--- src/rtl/fp_class_if.sv ---
// Operand/result handshake bundle for the fp_class unit.
// The slave modport is the unit's view; the master modport is the issuing/consuming side.
interface fp_class_if #(
  parameter int TAG_W = 5
);
  logic             fp_class_i_valid;
  logic             fp_class_o_ready;
  logic [63:0]      fp_class_i_data;
  logic [1:0]       fp_class_i_fmt;
  logic [TAG_W-1:0] fp_class_i_tag;
  logic             fp_class_o_valid;
  logic             fp_class_i_ready;
  logic [63:0]      fp_class_o_result;
  logic [TAG_W-1:0] fp_class_o_tag;
  logic             fp_class_o_err;

  modport slave (
    input  fp_class_i_valid,
    input  fp_class_i_data,
    input  fp_class_i_fmt,
    input  fp_class_i_tag,
    input  fp_class_i_ready,
    output fp_class_o_ready,
    output fp_class_o_valid,
    output fp_class_o_result,
    output fp_class_o_tag,
    output fp_class_o_err
  );

  modport master (
    output fp_class_i_valid,
    output fp_class_i_data,
    output fp_class_i_fmt,
    output fp_class_i_tag,
    output fp_class_i_ready,
    input  fp_class_o_ready,
    input  fp_class_o_valid,
    input  fp_class_o_result,
    input  fp_class_o_tag,
    input  fp_class_o_err
  );
endinterface

--- src/rtl/fp_class.sv ---
// Two-stage elastic FCLASS.S/FCLASS.D unit: S1 splits the operand into field flags, S2 forms the one-hot mask.
// Optional macro FP_CLASS_NANBOX_EN: single operands that are not NaN-boxed classify as quiet NaN.
module fp_class #(
  parameter int TAG_W = 5
) (
  input  logic     fp_class_i_clk,
  input  logic     fp_class_i_rst_n,
  fp_class_if.slave bus
);

  logic [63:0]      opData;
  logic             decSign, decExpOnes, decExpZero, decManZero, decManMsb, decIllegal;

  logic             s1Valid_q, s1Valid_d;
  logic             s1Sign_q, s1Sign_d;
  logic             s1ExpOnes_q, s1ExpOnes_d;
  logic             s1ExpZero_q, s1ExpZero_d;
  logic             s1ManZero_q, s1ManZero_d;
  logic             s1ManMsb_q, s1ManMsb_d;
  logic             s1Illegal_q, s1Illegal_d;
  logic [TAG_W-1:0] s1Tag_q, s1Tag_d;

  logic             s2Valid_q, s2Valid_d;
  logic [9:0]       s2Mask_q, s2Mask_d;
  logic             s2Err_q, s2Err_d;
  logic [TAG_W-1:0] s2Tag_q, s2Tag_d;

  logic [9:0]       maskC;
  logic             s2Adv, s1Adv, inFire;

  assign opData = bus.fp_class_i_data;

  assign s2Adv  = !s2Valid_q || bus.fp_class_i_ready;
  assign s1Adv  = !s1Valid_q || s2Adv;
  assign inFire = bus.fp_class_i_valid && s1Adv;

  always_comb begin
    decSign    = opData[63];
    decExpOnes = &opData[62:52];
    decExpZero = ~|opData[62:52];
    decManZero = ~|opData[51:0];
    decManMsb  = opData[51];
    decIllegal = bus.fp_class_i_fmt[1];
    if (bus.fp_class_i_fmt == 2'd0) begin
      decSign    = opData[31];
      decExpOnes = &opData[30:23];
      decExpZero = ~|opData[30:23];
      decManZero = ~|opData[22:0];
      decManMsb  = opData[22];
`ifdef FP_CLASS_NANBOX_EN
      // An improperly boxed single reads as the canonical quiet NaN.
      if (opData[63:32] != 32'hFFFF_FFFF) begin
        decExpOnes = 1'b1;
        decExpZero = 1'b0;
        decManZero = 1'b0;
        decManMsb  = 1'b1;
      end
`endif
    end
  end

  always_comb begin
    maskC = '0;
    if (!s1Illegal_q) begin
      maskC[0] =  s1Sign_q &  s1ExpOnes_q &  s1ManZero_q;
      maskC[1] =  s1Sign_q & ~s1ExpOnes_q & ~s1ExpZero_q;
      maskC[2] =  s1Sign_q &  s1ExpZero_q & ~s1ManZero_q;
      maskC[3] =  s1Sign_q &  s1ExpZero_q &  s1ManZero_q;
      maskC[4] = ~s1Sign_q &  s1ExpZero_q &  s1ManZero_q;
      maskC[5] = ~s1Sign_q &  s1ExpZero_q & ~s1ManZero_q;
      maskC[6] = ~s1Sign_q & ~s1ExpOnes_q & ~s1ExpZero_q;
      maskC[7] = ~s1Sign_q &  s1ExpOnes_q &  s1ManZero_q;
      maskC[8] =  s1ExpOnes_q & ~s1ManZero_q & ~s1ManMsb_q;
      maskC[9] =  s1ExpOnes_q &  s1ManMsb_q;
    end
  end

  // Stage contents change only on a transfer into that stage, so stalled data stays put.
  always_comb begin
    s1Valid_d   = s1Adv ? bus.fp_class_i_valid : s1Valid_q;
    s1Sign_d    = s1Sign_q;
    s1ExpOnes_d = s1ExpOnes_q;
    s1ExpZero_d = s1ExpZero_q;
    s1ManZero_d = s1ManZero_q;
    s1ManMsb_d  = s1ManMsb_q;
    s1Illegal_d = s1Illegal_q;
    s1Tag_d     = s1Tag_q;
    if (inFire) begin
      s1Sign_d    = decSign;
      s1ExpOnes_d = decExpOnes;
      s1ExpZero_d = decExpZero;
      s1ManZero_d = decManZero;
      s1ManMsb_d  = decManMsb;
      s1Illegal_d = decIllegal;
      s1Tag_d     = bus.fp_class_i_tag;
    end
    s2Valid_d = s2Adv ? s1Valid_q : s2Valid_q;
    s2Mask_d  = s2Mask_q;
    s2Err_d   = s2Err_q;
    s2Tag_d   = s2Tag_q;
    if (s2Adv && s1Valid_q) begin
      s2Mask_d = maskC;
      s2Err_d  = s1Illegal_q;
      s2Tag_d  = s1Tag_q;
    end
  end

  always_ff @(posedge fp_class_i_clk or negedge fp_class_i_rst_n) begin
    if (!fp_class_i_rst_n) begin
      s1Valid_q   <= 1'b0;
      s1Sign_q    <= 1'b0;
      s1ExpOnes_q <= 1'b0;
      s1ExpZero_q <= 1'b0;
      s1ManZero_q <= 1'b0;
      s1ManMsb_q  <= 1'b0;
      s1Illegal_q <= 1'b0;
      s1Tag_q     <= '0;
      s2Valid_q   <= 1'b0;
      s2Mask_q    <= '0;
      s2Err_q     <= 1'b0;
      s2Tag_q     <= '0;
    end else begin
      s1Valid_q   <= s1Valid_d;
      s1Sign_q    <= s1Sign_d;
      s1ExpOnes_q <= s1ExpOnes_d;
      s1ExpZero_q <= s1ExpZero_d;
      s1ManZero_q <= s1ManZero_d;
      s1ManMsb_q  <= s1ManMsb_d;
      s1Illegal_q <= s1Illegal_d;
      s1Tag_q     <= s1Tag_d;
      s2Valid_q   <= s2Valid_d;
      s2Mask_q    <= s2Mask_d;
      s2Err_q     <= s2Err_d;
      s2Tag_q     <= s2Tag_d;
    end
  end

  // Ready is forced low while reset is held, even though the empty pipe would otherwise accept.
  assign bus.fp_class_o_ready  = fp_class_i_rst_n && s1Adv;
  assign bus.fp_class_o_valid  = s2Valid_q;
  assign bus.fp_class_o_result = {54'd0, s2Mask_q};
  assign bus.fp_class_o_tag    = s2Tag_q;
  assign bus.fp_class_o_err    = s2Err_q;

endmodule

--- src/flat_wrapper.sv ---
// flat-port wrapper written by rule: the top's interface ports become plain ports
module fp_class_flat 
#(
  parameter int TAG_W = 5
)
  (fp_class_i_clk, fp_class_i_rst_n, bus_fp_class_i_valid, bus_fp_class_i_data, bus_fp_class_i_fmt, bus_fp_class_i_tag, bus_fp_class_i_ready, bus_fp_class_o_ready, bus_fp_class_o_valid, bus_fp_class_o_result, bus_fp_class_o_tag, bus_fp_class_o_err);
  fp_class_if #(.TAG_W(TAG_W)) bus_i ();
  input  logic fp_class_i_clk;
  input  logic fp_class_i_rst_n;
  input wire logic [$bits(bus_i.fp_class_i_valid)-1:0] bus_fp_class_i_valid;
  input wire logic [$bits(bus_i.fp_class_i_data)-1:0] bus_fp_class_i_data;
  input wire logic [$bits(bus_i.fp_class_i_fmt)-1:0] bus_fp_class_i_fmt;
  input wire logic [$bits(bus_i.fp_class_i_tag)-1:0] bus_fp_class_i_tag;
  input wire logic [$bits(bus_i.fp_class_i_ready)-1:0] bus_fp_class_i_ready;
  output wire logic [$bits(bus_i.fp_class_o_ready)-1:0] bus_fp_class_o_ready;
  output wire logic [$bits(bus_i.fp_class_o_valid)-1:0] bus_fp_class_o_valid;
  output wire logic [$bits(bus_i.fp_class_o_result)-1:0] bus_fp_class_o_result;
  output wire logic [$bits(bus_i.fp_class_o_tag)-1:0] bus_fp_class_o_tag;
  output wire logic [$bits(bus_i.fp_class_o_err)-1:0] bus_fp_class_o_err;
  assign bus_i.fp_class_i_valid = bus_fp_class_i_valid;
  assign bus_i.fp_class_i_data = bus_fp_class_i_data;
  assign bus_i.fp_class_i_fmt = bus_fp_class_i_fmt;
  assign bus_i.fp_class_i_tag = bus_fp_class_i_tag;
  assign bus_i.fp_class_i_ready = bus_fp_class_i_ready;
  assign bus_fp_class_o_ready = bus_i.fp_class_o_ready;
  assign bus_fp_class_o_valid = bus_i.fp_class_o_valid;
  assign bus_fp_class_o_result = bus_i.fp_class_o_result;
  assign bus_fp_class_o_tag = bus_i.fp_class_o_tag;
  assign bus_fp_class_o_err = bus_i.fp_class_o_err;
  fp_class #(.TAG_W(TAG_W)) u_core (.fp_class_i_clk(fp_class_i_clk), .fp_class_i_rst_n(fp_class_i_rst_n), .bus(bus_i));
endmodule
--- config.mk ---
export PLATFORM = sky130hd
export DESIGN_NAME = fp_class_flat
export DESIGN_NICKNAME = d
export VERILOG_FILES = /design/src/rtl/fp_class_if.sv /design/src/rtl/fp_class.sv /design/src/flat_wrapper.sv
export SDC_FILE = /design/constraint.sdc
export NUM_CORES = 1
export LEC_CHECK = 0
export ABC_AREA = 1
export BUFFER_PORTS_ARGS = -buffer_cell sky130_fd_sc_hd__buf_2
export CAP_MARGIN = 0
export CORE_UTILIZATION = 43
export DETAILED_ROUTE_END_ITERATION = 8
export PLACE_DENSITY = 0.94
export SYNTH_ARGS = -nofsm -noshare
export SYNTH_HDL_FRONTEND = slang
export SYNTH_SLANG_ARGS = --single-unit
--- constraint.sdc ---
create_clock -name fp_class_i_clk -period 2.2 [get_ports fp_class_i_clk]
set_input_delay 0.44 -clock fp_class_i_clk [delete_from_list [all_inputs] [get_ports fp_class_i_clk]]
set_output_delay 0.44 -clock fp_class_i_clk [all_outputs]
set_load 0.01 [all_outputs]
==> impl_metrics.csv <==
group,metric,value,unit
status,status,"completed",
worst_hold_path,hold_path_class,"input pin to async pin",
worst_setup_path,cp.arrival,1.03,ns
place,placed_area,2210,um^2
sta,min_period,1.47,ns
logic_synthesis,syn_area_per_cell,7.30,um^2
clock_tree,ctsResizeCount,0,
clock_tree,cts_made_buffers,5,
place,gp_congestion,0.814,
worst_setup_path,required,1.76,ns
worst_setup_path,crit_path_max_incr_delay,0.38,ns
logic_synthesis,yosysUniqueCellTypes,22,
final_layout,final_common_cell,"buf_2",
sta,skew,0.00264,ns
clock_tree,clockBufferDepth,2,
sta,rsz0062_at_grt,"false",
logic_synthesis,synthCells,262,
global_route,grt_antenna_before_repair,0,
route,ant_nets,0,
global_route,overflow,0,
worst_setup_path,regToRegSetupSlack,0.85,ns
clock_tree,cts-root-buf,"clkbuf_8",
final_layout,diodes,0,
logic_synthesis,ys_ff_latch,29,
sta,finalHoldViolCount,0,
place,dpl.hpwl,3350,um
global_route,grt_pass1_wl,6270,um
logic_synthesis,synth-warning-count,0,
floorplanning,rows,23,
clock_tree,cts_sinks,29,
floorplanning,core,4140,um^2
sta,setup_tns,0,ns
clock_tree,path_clk_slew,0.06,ns
final_layout,final_nets,433,
power_and_ir_drop,vdd_drop_max,0.000268,V
final_layout,synthToLayoutAreaGrowth,20.0,%
worst_setup_path,cp_max_fo,3,
route,drt_iter0_drc,137,
power_and_ir_drop,leakage,1.32,nW
run,drv_cap,0,
final_layout,final_cell_mix,"buf_2, nand2_1, conb_1",
global_route,grt_start_max_net_pins,30,
clock_tree,cts_post_setup_buffers_inserted,0,
route,wirelength,4060,um
route,avgViaCountPerCell,4.34,
clock_tree,cts_hold_buffers,0,
floorplanning,initial_core_util,0.461,
floorplanning,die-area,4720,um^2
sta,finalMaxSlewViolations,0,
sta,max_freq,0.681,GHz
clock_tree,h-tree-depth,2,
worst_setup_path,critPathLaunchType,"register",
worst_setup_path,end_kind,"output pin",
route,wl_per_cell,9.92,um
worst_setup_path,critPathKind,"register to output pin",
final_layout,stdcell_area,2290,um^2
clock_tree,cts_tree,"built",
final_layout,drive_gt1_frac,0.290,
floorplanning,pin_count,147,
logic_synthesis,seq_area_frac_synth,0.380,
place,io_buffer_count,92,
sta,setup_viol,0,
floorplanning,die_height,68.7,um
worst_setup_path,crit_slowest_cell,"dfrtp_1",
worst_setup_path,cp_cell_sequence,"nand3_2 -> nand2_1 -> inv_1 -> buf_2",
sta,finalCritPeriodShare,0.668,
route,drc,0,
global_route,grt_pass1_vias,1549,
global_route,grt_use_total,0.183,
route,dr.pass1.iters,4,
logic_synthesis,synth.cell_area,1910,um^2
power_and_ir_drop,powerDensity,644,nW/um^2
floorplanning,fp.dieW,68.7,um
clock_tree,insertion_delay,0.28,ns
route,vias,1775,
## report_power, final
part           total (W)  internal, W  switching, W
combinational   0.000392     0.000148      0.000243
sequential      0.000676     0.000620     0.0000560
clock           0.000410     0.000224      0.000187
total            0.00148     0.000992      0.000486
## Yosys cell counts
master,number,share of area
o41ai_1,3,0.014
o21ai_0,10,0.026
o21ai_1,1,0.0026
nor3_1,3,0.0079
conb_1,1,0.0020
nor2_1,44,0.086
buf_2,2,0.0052
a31oi_2,1,0.0065
a31oi_1,2,0.0065
nand4_1,5,0.016
buf_6,1,0.0059
nand3_1,7,0.018
or2_0,2,0.0065
buf_4,54,0.21
nand3_2,1,0.0052
inv_4,1,0.0033
nand2_1,78,0.15
nand2_2,1,0.0033
nor2_4,1,0.0059
inv_1,14,0.027
dfrtp_1,29,0.38
nand2_4,1,0.0059
## layer usage
metal	track usage	wire length, um
met2	0.344	2080
met3	0.0411	307
met5	0	0
met4	0.0859	68
met1	0.191	1600
## metrics by stage
stage               utilization  setup WS (ns)  hold slack [ns]  std cells  power [W]
floorplan                     -           1.04            0.144        315   0.000971
CTS                       0.554          0.720            0.201        409    0.00148
global placement          0.534          0.738            0.452        401    0.00106
global route              0.554          0.638            0.221        409    0.00157
detailed placement        0.534          0.677            0.462        401    0.00107
finish                    0.554          0.731            0.184        409    0.00148
## worst max-delay path: cells and delay by family (launching register included)
kind | cells | cell delay [ns]
flip-flops | 1 | 0.38
AND/OR/NAND/NOR | 2 | 0.21
buffers and inverters | 2 | 0.15
## registers in the layout (all words and copies together) (netlist names)
register	count
u_core.bus.fp_class_o_err	1
u_core.s1ExpZero_q	1
u_core.s1Illegal_q	1
u_core.s1Tag_q	5
u_core.bus.fp_class_o_valid	1
u_core.s1ManZero_q	1
u_core.s1Sign_q	1
u_core.bus.fp_class_o_tag	5
u_core.s1ManMsb_q	1
u_core.s1ExpOnes_q	1
u_core.s2Mask_q	10
u_core.s1Valid_q	1
## cell type report
class	count	area (um^2)
Multi-Input combinational cell	214	900
Inverter	15	58.8
Tap cell	50	62.6
Fill cell	389	1850
Clock buffer	8	80.1
Timing Repair Buffer	93	468
Sequential cell	29	726
## logic make-up (layout without fill, tap and decap cells)
logic type	after synthesis	after routing	synth area share
other cells	1	54	0.00196
flops	29	29	0.380
compound gates	17	17	0.0556
simple gates	143	143	0.309
buf+inv	72	116	0.254
## path summary, 6_finish.rpt
kind | from | to | cells after the start
max in group asynchronous | fp_class_i_rst_n | u_core.s1Tag_q[3] | 2
min reg2reg | u_core.s1Tag_q[0] | u_core.bus.fp_class_o_tag[0] | 2
max reg2reg | u_core.bus.fp_class_o_valid | u_core.s2Mask_q[0] | 5
min in group fp_class_i_clk | bus_fp_class_i_tag[0] | u_core.s1Tag_q[0] | 3
max | u_core.s1Valid_q | bus_fp_class_o_ready | 4
min | fp_class_i_rst_n | u_core.s2Mask_q[8] | 2
Note: power is estimated with default switching activity, not from simulation.
